<file path="src/rtl/full_logic_nch_pkg.sv">
// Shared defaults and helpers for the N-channel full logic block.
package full_logic_pkg;

  localparam int unsigned DEF_DATA_WIDTH = 6;
  localparam int unsigned DEF_ADDR_WIDTH = 2;
  localparam int unsigned DEF_NUM_CH     = 4;
  localparam int unsigned DEF_AF_THRESH  = 3;
  localparam int unsigned DEF_AE_THRESH  = 1;

  // Counts need one extra bit so a full FIFO (2**ADDR_WIDTH) is representable.
  localparam int unsigned DEF_COUNT_W    = DEF_ADDR_WIDTH + 1;

  function automatic int unsigned count_width(input int unsigned addr_w);
    return addr_w + 1;
  endfunction

  // Extracts the channel select field word[dw-1 -: sw]; word is zero-extended to 64 bits.
  function automatic int unsigned sel_of(input logic [63:0] word,
                                         input int unsigned dw,
                                         input int unsigned sw);
    logic [63:0] w_mask;
    logic [63:0] w_field;
    w_mask  = (64'd1 << sw) - 64'd1;
    w_field = (word >> (dw - sw)) & w_mask;
    return w_field[31:0];
  endfunction

endpackage

</file>
<file path="src/rtl/full_logic_nch_fifo_sync.sv">
// Synchronous FIFO with registered pop output, level flags and error pulses.
module fifo_sync
  import full_logic_pkg::*;
#(
  parameter int unsigned DATA_WIDTH = DEF_DATA_WIDTH,
  parameter int unsigned ADDR_WIDTH = DEF_ADDR_WIDTH,
  parameter int unsigned AF_THRESH  = DEF_AF_THRESH,
  parameter int unsigned AE_THRESH  = DEF_AE_THRESH
) (
  input  logic                  clk,
  input  logic                  reset,
  input  logic                  push,
  input  logic                  pop,
  input  logic [DATA_WIDTH-1:0] din,
  output logic [DATA_WIDTH-1:0] dout_reg,
  output logic                  dout_valid,
  output logic [DATA_WIDTH-1:0] head,
  output logic                  full,
  output logic                  empty,
  output logic                  almost_full,
  output logic                  almost_empty,
  output logic                  overflow,
  output logic                  underflow
);

  localparam int unsigned CW    = count_width(ADDR_WIDTH);
  localparam int unsigned DEPTH = 1 << ADDR_WIDTH;
  localparam logic [CW-1:0] LP_DEPTH = CW'(DEPTH);
  localparam logic [CW-1:0] LP_AF    = CW'(AF_THRESH);
  localparam logic [CW-1:0] LP_AE    = CW'(AE_THRESH);

  logic [DATA_WIDTH-1:0] r_mem [DEPTH];
  logic [ADDR_WIDTH-1:0] r_wr_ptr;
  logic [ADDR_WIDTH-1:0] r_rd_ptr;
  logic [CW-1:0]         r_count;
  logic                  w_do_push;
  logic                  w_do_pop;

  assign full         = (r_count == LP_DEPTH);
  assign empty        = (r_count == '0);
  assign almost_full  = (r_count >= LP_AF);
  assign almost_empty = (r_count <= LP_AE);
  assign w_do_push    = push & ~full;
  assign w_do_pop     = pop & ~empty;
  assign overflow     = push & full;
  assign underflow    = pop & empty;
  assign head         = r_mem[r_rd_ptr];

  // Storage array; contents are don't-care until covered by the count.
  always_ff @(posedge clk) begin
    if (w_do_push) r_mem[r_wr_ptr] <= din;
  end

  // Pointers, occupancy and the registered pop output.
  always_ff @(posedge clk) begin
    if (reset) begin
      r_wr_ptr   <= '0;
      r_rd_ptr   <= '0;
      r_count    <= '0;
      dout_reg   <= '0;
      dout_valid <= 1'b0;
    end else begin
      dout_valid <= w_do_pop;
      if (w_do_push) r_wr_ptr <= r_wr_ptr + ADDR_WIDTH'(1);
      if (w_do_pop) begin
        dout_reg <= r_mem[r_rd_ptr];
        r_rd_ptr <= r_rd_ptr + ADDR_WIDTH'(1);
      end
      unique case ({w_do_push, w_do_pop})
        2'b10:   r_count <= r_count + CW'(1);
        2'b01:   r_count <= r_count - CW'(1);
        default: r_count <= r_count;
      endcase
    end
  end

endmodule

</file>
<file path="src/rtl/full_logic_nch.sv">
// Main FIFO feeding NUM_CH channel FIFOs selected by the word's top bits.
module full_logic_nch
  import full_logic_pkg::*;
#(
  parameter int unsigned DATA_WIDTH = DEF_DATA_WIDTH,
  parameter int unsigned ADDR_WIDTH = DEF_ADDR_WIDTH,
  parameter int unsigned NUM_CH     = DEF_NUM_CH,
  parameter int unsigned SEL_W      = $clog2(NUM_CH),
  parameter int unsigned AF_THRESH  = DEF_AF_THRESH,
  parameter int unsigned AE_THRESH  = DEF_AE_THRESH
) (
  input  logic                         clk,
  input  logic                         reset,
  input  logic                         wr_enable,
  input  logic [DATA_WIDTH-1:0]        data_in,
  input  logic [NUM_CH-1:0]            pop,
  output logic [NUM_CH*DATA_WIDTH-1:0] data_out,
  output logic [NUM_CH-1:0]            valid_out,
  output logic [NUM_CH-1:0]            empty,
  output logic [NUM_CH-1:0]            almost_empty,
  output logic                         pause,
  output logic                         error_main,
  output logic [NUM_CH-1:0]            error_ch
);

  logic [DATA_WIDTH-1:0] w_main_head;
  logic                  w_main_empty;
  logic                  w_main_af;
  logic                  w_main_overflow;
  logic                  w_xfer;
  logic [SEL_W-1:0]      w_sel;
  logic [NUM_CH-1:0]     w_ch_push;
  logic [NUM_CH-1:0]     w_ch_full;
  logic [NUM_CH-1:0]     w_ch_af;
  logic [NUM_CH-1:0]     w_ch_underflow;

  logic [DATA_WIDTH-1:0] w_main_dout_unused;
  logic                  w_main_dvalid_unused;
  logic                  w_main_full_unused;
  logic                  w_main_ae_unused;
  logic                  w_main_underflow_unused;
  logic [DATA_WIDTH-1:0] w_ch_head_unused [NUM_CH];
  logic [NUM_CH-1:0]     w_ch_overflow_unused;

  logic                  r_error_main;
  logic [NUM_CH-1:0]     r_error_ch;

  fifo_sync #(
    .DATA_WIDTH (DATA_WIDTH),
    .ADDR_WIDTH (ADDR_WIDTH),
    .AF_THRESH  (AF_THRESH),
    .AE_THRESH  (AE_THRESH)
  ) u_main (
    .clk          (clk),
    .reset        (reset),
    .push         (wr_enable),
    .pop          (w_xfer),
    .din          (data_in),
    .dout_reg     (w_main_dout_unused),
    .dout_valid   (w_main_dvalid_unused),
    .head         (w_main_head),
    .full         (w_main_full_unused),
    .empty        (w_main_empty),
    .almost_full  (w_main_af),
    .almost_empty (w_main_ae_unused),
    .overflow     (w_main_overflow),
    .underflow    (w_main_underflow_unused)
  );

  assign w_sel  = SEL_W'(sel_of(64'(w_main_head), DATA_WIDTH, SEL_W));
  // Fullness is the registered level: a full channel popped this cycle still refuses the transfer.
  assign w_xfer = ~w_main_empty & ~w_ch_full[w_sel];

  // Steer the single transfer to the selected channel.
  always_comb begin
    w_ch_push = '0;
    for (int unsigned i = 0; i < NUM_CH; i++) begin
      w_ch_push[i] = w_xfer & (w_sel == SEL_W'(i));
    end
  end

  for (genvar g = 0; g < NUM_CH; g++) begin : g_ch
    fifo_sync #(
      .DATA_WIDTH (DATA_WIDTH),
      .ADDR_WIDTH (ADDR_WIDTH),
      .AF_THRESH  (AF_THRESH),
      .AE_THRESH  (AE_THRESH)
    ) u_ch (
      .clk          (clk),
      .reset        (reset),
      .push         (w_ch_push[g]),
      .pop          (pop[g]),
      .din          (w_main_head),
      .dout_reg     (data_out[g*DATA_WIDTH +: DATA_WIDTH]),
      .dout_valid   (valid_out[g]),
      .head         (w_ch_head_unused[g]),
      .full         (w_ch_full[g]),
      .empty        (empty[g]),
      .almost_full  (w_ch_af[g]),
      .almost_empty (almost_empty[g]),
      .overflow     (w_ch_overflow_unused[g]),
      .underflow    (w_ch_underflow[g])
    );
  end

  assign pause      = w_main_af | (|w_ch_af);
  assign error_main = r_error_main;
  assign error_ch   = r_error_ch;

  // Sticky error flags, cleared only by reset.
  always_ff @(posedge clk) begin
    if (reset) begin
      r_error_main <= 1'b0;
      r_error_ch   <= '0;
    end else begin
      r_error_main <= r_error_main | w_main_overflow;
      r_error_ch   <= r_error_ch | w_ch_underflow;
    end
  end

endmodule

</file>
<file path="config.mk">
export PLATFORM = sky130hd
export DESIGN_NAME = full_logic_nch
export DESIGN_NICKNAME = d
export VERILOG_FILES = /design/src/rtl/full_logic_nch_pkg.sv /design/src/rtl/full_logic_nch_fifo_sync.sv /design/src/rtl/full_logic_nch.sv
export SDC_FILE = /design/constraint.sdc
export NUM_CORES = 1
export LEC_CHECK = 0
export ABC_AREA = 1
export ABC_CLOCK_PERIOD_IN_PS = 6800
export CAP_MARGIN = 20
export CORE_MARGIN = 2
export CORE_UTILIZATION = 55
export CTS_CLUSTER_SIZE = 14
export DETAILED_ROUTE_END_ITERATION = 12
export PLACE_DENSITY = 0.82
export SYNTH_ARGS = -nofsm -noshare
export SYNTH_HDL_FRONTEND = slang
export SYNTH_SLANG_ARGS = --single-unit
</file>
<file path="constraint.sdc">
create_clock -name clk -period 6.8 [get_ports clk]
set_input_delay 1.36 -clock clk [delete_from_list [all_inputs] [get_ports clk]]
set_output_delay 1.36 -clock clk [all_outputs]
set_load 0.01 [all_outputs]
</file>
==> flow_summary.json <==
{
  "outcome": "finished clean",
  "ant_nets": 0,
  "ys_seq_elements": 190,
  "path_cells": "inv_1 -> ha_1 -> nor3_1 -> o2111ai_1 -> a21oi_1 -> nand3_1 -> clkdlybuf4s50_1",
  "hold_class": "reg2reg",
  "synth_area_per_cell_um2": 10.3,
  "start_kind": "flop",
  "regArea_um2": 5000,
  "ys_warn_count": 0,
  "finalHoldViolations": 0,
  "cts_tree": "yes",
  "worst_slew_pin_slew_ns": 1.01,
  "critPathMaxStageDelay_ns": 0.50,
  "hold_buffers": 0,
  "drive_gt1_share_pct": 9.39,
  "first_pass_iters": 5,
  "cts-root-buf": "clkbuf_16",
  "clk_path_buf_depth": 2,
  "clk_latency_ns": 0.44,
  "max-cap-violations": 0,
  "largest_reg_flops": 96,
  "syn_to_final_growth_pct": 14.3,
  "synthCells": 818,
  "cts_buffers": 17,
  "postRouteWirelength_mm": 15.7,
  "io_pins": 55,
  "gp_congestion": 0.827,
  "rsz0062_at_grt": "no",
  "die_h_um": 128,
  "period_share_pct": 53.7,
  "crit_start": "g_ch[0].u_ch.r_count[2]",
  "cpMaxStageDelayCell": "clkdlybuf4s50_1",
  "ys_async_sr_fraction_pct": 0,
  "cts_setup_buffers": 0,
  "period_needed_ns": 3.65,
  "finalSetupViolCount": 0,
  "syn_nets": 876,
  "dpl_worst_slack_ns": 3.56,
  "seq_area_frac_synth_pct": 59.5,
  "die_area_um2": 16300,
  "place_hpwl_mm": 10.4,
  "dpl-instance-area_um2": 9010,
  "num_rows": 45,
  "crit_end": "pause",
  "slew_headroom_pct": 32.6,
  "vias_per_cell": 5.25,
  "yosysTopAreaCellShare_pct": 42.9,
  "cts_htree_levels": 4,
  "grt_start_max_net_pins": 45,
  "drt-initial-drc-count": 349,
  "synth_edf_count": 120,
  "r2r_end": "u_main.r_count[2]",
  "fmax_ghz": 0.274,
  "hold-path-cell-count": 2,
  "critPathRequiredTime_ns": 5.44,
  "portBuffers": 54,
  "diodes": 0,
  "n_fill_cell": 1185,
  "die_w_um": 128,
  "final_max_slew_viol_count": 0,
  "leakagePower_nw": 3.85,
  "cp.arrival_ns": 2.29,
  "drc": 0,
  "final_area_um2": 9610,
  "synth_ff_type": "edfxtp_1",
  "r2r_setup_slack_ns": 3.95,
  "yosys.cell_types.count": 37,
  "antenna_found_initial": 0,
  "layout.nets": 918,
  "yosys.area.top_type": "edfxtp_1",
  "timing.final.ws_setup_ns": 3.15,
  "p_per_area_nw_per_um2": 452,
  "cp_max_fo": 8,
  "grt_pass1_vias": 5457,
  "synth_area_um2": 8410,
  "end_kind": "output pin",
  "crit_type": "reg2out",
  "path_depth": 7,
  "clock_sinks": 190,
  "initial_core_util_pct": 55.7,
  "fin_skew_ns": 0.00960,
  "grt-ovfl-total": 0,
  "dr_total_vias": 5569,
  "multi_input_area_um2": 2770,
  "grt_first_pass_wirelength_mm": 26.1,
  "routedWlPerCell_um": 14.8,
  "ctsResizeCount": 0,
  "track_usage_pct": 20.7,
  "finalSetupTns_ns": 0,
  "fin_util_pct": 63.7,
  "reg2reg_depth": 15,
  "critPathBufInv": 2,
  "synth_area_leaders": "edfxtp_1 43%, dfxtp_1 17%, nor2_1 7.2%",
  "irDropWorstVdd_mv": 0.241,
  "path_clk_slew_ns": 0.06,
  "crit_family": "buffers and inverters",
  "core_um2": 15100
}
[cell usage after synthesis (2+ instances only)]
library cell,instances
nand3_1,5
nand4_4,2
nand4_1,5
clkinv_1,4
nor2_1,162
nand2_1,37
nand3_2,6
ha_1,44
buf_4,14
a21oi_1,32
nor2_2,11
o21ai_0,100
dfxtp_1,70
buf_2,3
xor2_1,14
nand2_2,7
inv_1,106
inv_4,2
nor2_4,2
o22ai_1,29
o21ai_2,4
inv_2,5
o21ai_1,2
nand2_4,7
edfxtp_1,120
clkbuf_1,14
[worst min path at each step]
| stage | from | endpoint | slack, ns |
|---|---|---|---|
| floorplan | u_main.r_count[2] | u_main.r_count[2] | 0.46 |
| global placement | error_ch[2] | error_ch[2] | 0.44 |
| detailed placement | error_ch[0] | error_ch[0] | 0.44 |
| CTS | error_ch[0] | error_ch[0] | 0.45 |
| global route | error_main | error_main | 0.47 |
| finish | error_ch[0] | error_ch[0] | 0.45 |
[tightest hold or removal path: cells and delay by family (launching register included)]
family                 cells  cell delay (ns)
DFF                        1             0.31
buffers and inverters      1             0.05
AOI/OAI and AO/OA          1             0.05
[cells in the final DEF (no fill, tap or decap), drive strengths merged]
| cell | n |
|---|---|
| a21oi | 32 |
| buf | 4 |
| bufinv | 3 |
| clkbuf | 18 |
| clkdlybuf4s50 | 53 |
| clkinv | 10 |
| clkinvlp | 3 |
| dfxtp | 70 |
| edfxtp | 120 |
| fa | 1 |
| ha | 44 |
| inv | 115 |
| nand2 | 51 |
| nand3 | 12 |
| nand3b | 1 |
| nand4 | 7 |
| nor2 | 175 |
| nor3 | 1 |
| nor4 | 1 |
| o2111ai | 1 |
| o21a | 1 |
| o21ai | 106 |
| o22ai | 29 |
| o31ai | 1 |
| xor2 | 14 |
[stage by stage]
stage	hold WS, ns	total power, mW	instances
2_1_floorplan	0.455	2.86	818
5_1_grt	0.469	4.63	1061
3_5_place_dp	0.443	3.37	1029
3_3_place_gp	0.437	3.32	1029
4_1_cts	0.453	4.37	1061
6_report	0.449	4.35	1061
[report_power, final]
group	internal, mW	switching (mW)	total [mW]
Clock	0.577	0.424	1.00
Sequential	1.60	0.179	1.78
Combinational	0.570	0.992	1.56
Total	2.75	1.60	4.35
[cell type report]
type,instances,share of cell area [%]
inverter,117,4.62
clock buffer,18,4.47
tap,188,2.45
timing repair buffer,57,5.81
multi-input combinational,477,28.8
sequential,190,52.1
clock inverter,14,1.72
[cell families after synthesis]
| group | Yosys count | share of synthesized area [%] |
|---|---|---|
| buffers and inverters | 151 | 7.58 |
| adders and majority gates | 45 | 6.79 |
| AOI/OAI and AO/OA | 170 | 10.9 |
| and+or+nand+nor | 248 | 13.8 |
| DFF | 190 | 59.5 |
| xor gates and xnor gates | 14 | 1.46 |
[routing by layer]
layer	vias up	GRT usage [%]	share of wire [%]
li1	2795	-	-
met1	2584	24.9	42
met2	158	34.9	50
met3	32	5.07	5.0
met4	0	10.0	2.5
met5	-	0	0
No activity file was read; power rests on OpenSTA's default activity.
==> RTL change 1, RTL diff (same flow settings) <==
Register the output `error_ch` once more; this adds one clock of latency there. The other outputs are not delayed to match.
--- a/src/rtl/full_logic_nch.sv
+++ b/src/rtl/full_logic_nch.sv
@@ -107,3 +107,5 @@
   assign error_main = r_error_main;
-  assign error_ch   = r_error_ch;
+  always_ff @(posedge clk) begin
+    error_ch <= r_error_ch;
+  end
 
Behaviour: not the same (a bounded check fails within 4 cycles, from zero or initial values and one cycle with reset high).
==> RTL change 1 against the original RTL <==
- routed wire length grew 6.2%
- non-clock buffer count fell by 2
- clock skew down 0.0025 ns
- final area is 0.52% higher
- total power increased by 1.2%
- setup slack lost 0.055 ns
- sequential cell count grew 4
- synthesized area grew 0.27%
- register-to-register slack got worse by 0.13 ns
- critical path type unchanged
- largest cell class unchanged
==> RTL change 1: results (changes against the original RTL) <==
status: finished, final reports clean
M2 GR Usage: 37.3% (+2.4 points)
top cells by count, synth: 160 x nor2_1, 120 x edfxtp_1, 107 x inv_1
NonClk Buf Share: 5.62% (-0.19 points)
Critical Path AT: 2.35 ns (+0.06 ns)
DR WL met2: 8500 um (+7.0%)
largest net degree at the start of global routing: 46 (+2.2%)
sequential share of cell area: 52.6% (+0.56 points)
post-DR vias/cell: 5.30 (+1.0%)
TritonCTS clock tree: done
number of global-route vias before repair: 5353 (-1.9%)
drt initial violations: 514 (+47%)
ys async rst share: 0% (unchanged)
top cells by area, synth: edfxtp_1 43%, dfxtp_1 18%, nor2_1 7.1%, ha_1 6.4%, o21ai_0 6.1%
clk buf depth: 2 (unchanged)
met3 usage: 4.01% (-1.1 points)
Worst Clk Skew: 0.00707 ns (-0.00253 ns)
synthesized flop and latch total: 194 (+2.1%)
multi-input gate share of the layout cell area: 28.4% (-0.45 points)
Signal buffers: 55 (-3.5%)
detailed-routed wire length on met3: 677 um (-14%)
final WL: 16700 um (+6.2%)
PostCTS Resize Cnt: 0 (unchanged)
final net count: 917 (-0.11%)
Clock-cell share: 6.35% (+0.16 points)
layout cell share with drive strength beyond 1: 8.82% (-0.57 points)
first-pass GRT wire length: 27200 um (+4.0%)
sequential-to-total area share from yosys stat: 60.3% (+0.79 points)
CP max FO: 7 (-1)
Slew Limit Headroom: 38.9% (+6.3 points)
max reg flops: 96 (unchanged)
Multi-In Gates: 475 (-0.42%)
Placer Congestion: 0.830 (+0.41%)
Max IR drop VDD: 0.000259 V (+7.4%)
Yosys cell types: 35 (-5.4%)
aggregate global-route resource usage: 21.6% (+0.92 points)
post-DP HPWL: 10900 um (+4.1%)
CTS H-tree lvls: 4 (unchanged)
met1 Usage GRT: 27.4% (+2.5 points)
WL met1: 7260 um (+9.6%)
leak pwr: 0.00390 uW (+1.2%)
final-layout fill cell count: 1174 (-0.93%)
==> RTL change 1: cell types whose count changed after synthesis, sizes merged <==
cell    unedited run  this run
nand2             51        50
nand3             12        15
ha                44        43
dfxtp             70        74
nand3b             1         0
clkbuf            15        14
a21oi             32        30
nor2             175       174
o21a               1         2
==> RTL change 1: metrics by stage <==
step	hold WS [ns]	instance area, um^2	setup slack [ns]	total power (uW)	std cells
2_1_floorplan	0.331	8430	4.15	2860	819
3_3_place_gp	0.334	9040	3.56	3300	1029
3_5_place_dp	0.339	9040	3.45	3370	1029
4_1_cts	0.353	9660	3.06	4420	1061
5_1_grt	0.365	9660	2.91	4680	1061
6_report	0.354	9660	3.09	4400	1061
==> RTL change 1: path summary, 6_finish.rpt <==
path / startpoint / endpoint / slack, ns / cells after the start
worst min register to register: r_error_ch[2] / error_ch[2] / 0.35 / 0
worst min-delay path: r_error_ch[2] / error_ch[2] / 0.35 / 0
worst max register to register: flip-flop / u_main.r_count[2] / 3.82 / 15
worst max-delay path: g_ch[2].u_ch.r_count[2] / pause / 3.09 / 7
==> RTL change 1: logic make-up (layout without fill, tap and decap cells) <==
kind of cell	after synthesis	in the layout	share of synthesized area (%)
AO/OA/AOI/OAI	169	169	10.8
buffers and inverters	150	204	7.44
adder cells (fa/ha/maj)	44	44	6.62
flip-flops	194	194	60.3
XOR/XNOR	14	14	1.45
AND/OR/NAND/NOR	248	248	13.3
==> RTL change 1: critical path, cell delays in order, from the launching register on <==
cell and delay (ns):
dfxtp_1 0.51, inv_1 0.12, ha_1 0.22, nor3_1 0.18
o2111ai_1 0.13, a21oi_1 0.15, nand3_1 0.11, clkdlybuf4s50_1 0.50
==> RTL change 1: power breakdown <==
group          switching, uW  internal, uW
clock                    430           615
sequential               181          1640
combinational            990           548
total                   1600          2800
==> RTL change 2, RTL diff (config.mk and constraints unchanged) <==
Made on the original files. Set the package constant `DEF_DATA_WIDTH` to 5 (it was 6).
--- a/src/rtl/full_logic_nch_pkg.sv
+++ b/src/rtl/full_logic_nch_pkg.sv
@@ -3,3 +3,3 @@
 
-  localparam int unsigned DEF_DATA_WIDTH = 6;
+  localparam int unsigned DEF_DATA_WIDTH = 5;
   localparam int unsigned DEF_ADDR_WIDTH = 2;
Ports: changed (resized data_in and data_out); port bits go from 55 to 50. No check against the original RTL was run, so the function may have changed too.
==> RTL change 2 against the original RTL <==
- routed wire length decreased by 9.3%
- global-route usage hardly changed
- final area fell by 11%
- total power fell by 16%
- synthesized area is 11% lower
- non-clock buffer count is 7 lower
- setup slack lost 0.032 ns
- sequential cell count is 24 lower
- critical path type unchanged
==> RTL change 2: results (changes against the original RTL) <==
status: finished, final reports clean
number of global-route vias before repair: 4754 (-13%)
DR WL met2: 6850 um (-14%)
R2R Setup Slk: 4.02 ns (+0.07 ns)
routed wire length per instance: 14.6 um (-1.6%)
Post-Synth Adder-Cell Area: 7.66% (+0.87 points)
met1 Usage GRT: 26.1% (+1.1 points)
largest net degree at the start of global routing: 40 (-11%)
comb pwr: 1240 uW (-21%)
Worst Clk Skew: 0.00511 ns (-0.00449 ns)
final-layout fill cell count: 1021 (-14%)
Synth-to-Final Area Change: 15.4%
Sw Pwr: 1290 uW (-19%)
Setup WS pre-CTS: 3.55 ns (-0.00143 ns)
DP Area: 8010 um^2 (-11%)
drt initial violations: 457 (+31%)
IO buf count: 49 (-9.3%)
Worst Reg-to-Reg Cells: 14 (-1)
Critical Path AT: 2.33 ns (+0.04 ns)
Placer Congestion: 0.872 (+5.4%)
leak pwr: 0.00353 uW (-8.4%)
top cells by area, synth: edfxtp_1 40%, dfxtp_1 18%, ha_1 7.4%, nor2_1 7.3%, o21ai_0 5.9%
met3 usage: 5.90% (+0.83 points)
via count: 5046 (-9.4%)
WHS: 0.447 ns (-0.00181 ns)
min-delay src: error_ch[2]
clk pwr: 932 uW (-7%)
detailed-routed wire length on met3: 803 um (+2.2%)
Hold Path End: error_ch[2]
Max IR drop VDD: 0.000225 V (-6.5%)
aggregate global-route resource usage: 20.7% (+0.041 points)
final net count: 846 (-7.8%)
M2 GR Usage: 33.9% (-0.99 points)
Slowest cell on crit path: dfxtp_1
post-synthesis cell count: 752 (-8.1%)
## RTL change 2: changes by cell type after synthesis, moves of 3 or more
| cell | unedited run | this run |
|---|---|---|
| buf_2 | 3 | 0 |
| clkinv_1 | 4 | 0 |
| dfxtp_1 | 70 | 66 |
| edfxtp_1 | 120 | 100 |
| nand2_1 | 37 | 40 |
| nand2_4 | 7 | 2 |
| nand3_1 | 5 | 12 |
| nand3_2 | 6 | 2 |
| nor2_1 | 162 | 144 |
| o21ai_0 | 100 | 88 |
| o21ai_1 | 2 | 6 |
| o21ai_2 | 4 | 0 |
| o22ai_1 | 29 | 24 |
## RTL change 2: how the worst max path moves through the flow
stage / startpoint / endpoint / slack, ns / cells past startpoint
after global routing: g_ch[0].u_ch.r_count[2] / pause / 2.98 / 7
after global placement: g_ch[0].u_ch.r_count[2] / pause / 3.54 / 7
after CTS: g_ch[0].u_ch.r_count[2] / pause / 3.08 / 7
after detailed placement: g_ch[0].u_ch.r_count[2] / pause / 3.55 / 7
after floorplan: g_ch[0].u_ch.r_count[2] / pause / 4.16 / 7
final: g_ch[0].u_ch.r_count[2] / pause / 3.11 / 7
## RTL change 2: worst register-to-register path, cell delays in order (launching register included)
cell	delay, ns
dfxtp_1	0.43
inv_2	0.22
nand2_1	0.10
nand2_1	0.07
nand2_1	0.06
nand2_2	0.37
nand2_2	0.12
nand3_4	0.16
inv_2	0.08
ha_1	0.23
fa_1	0.38
a21oi_1	0.13
o21ai_0	0.11
o21ai_0	0.16
a21oi_1	0.05
## RTL change 2: cell type report
cell class,instances,share of cell area [%]
Clock buffer,25,6.03
Clock inverter,7,0.757
Inverter,114,4.98
Multi-Input combinational cell,440,29.6
Sequential cell,166,50.3
Tap cell,176,2.56
Timing Repair Buffer,50,5.79
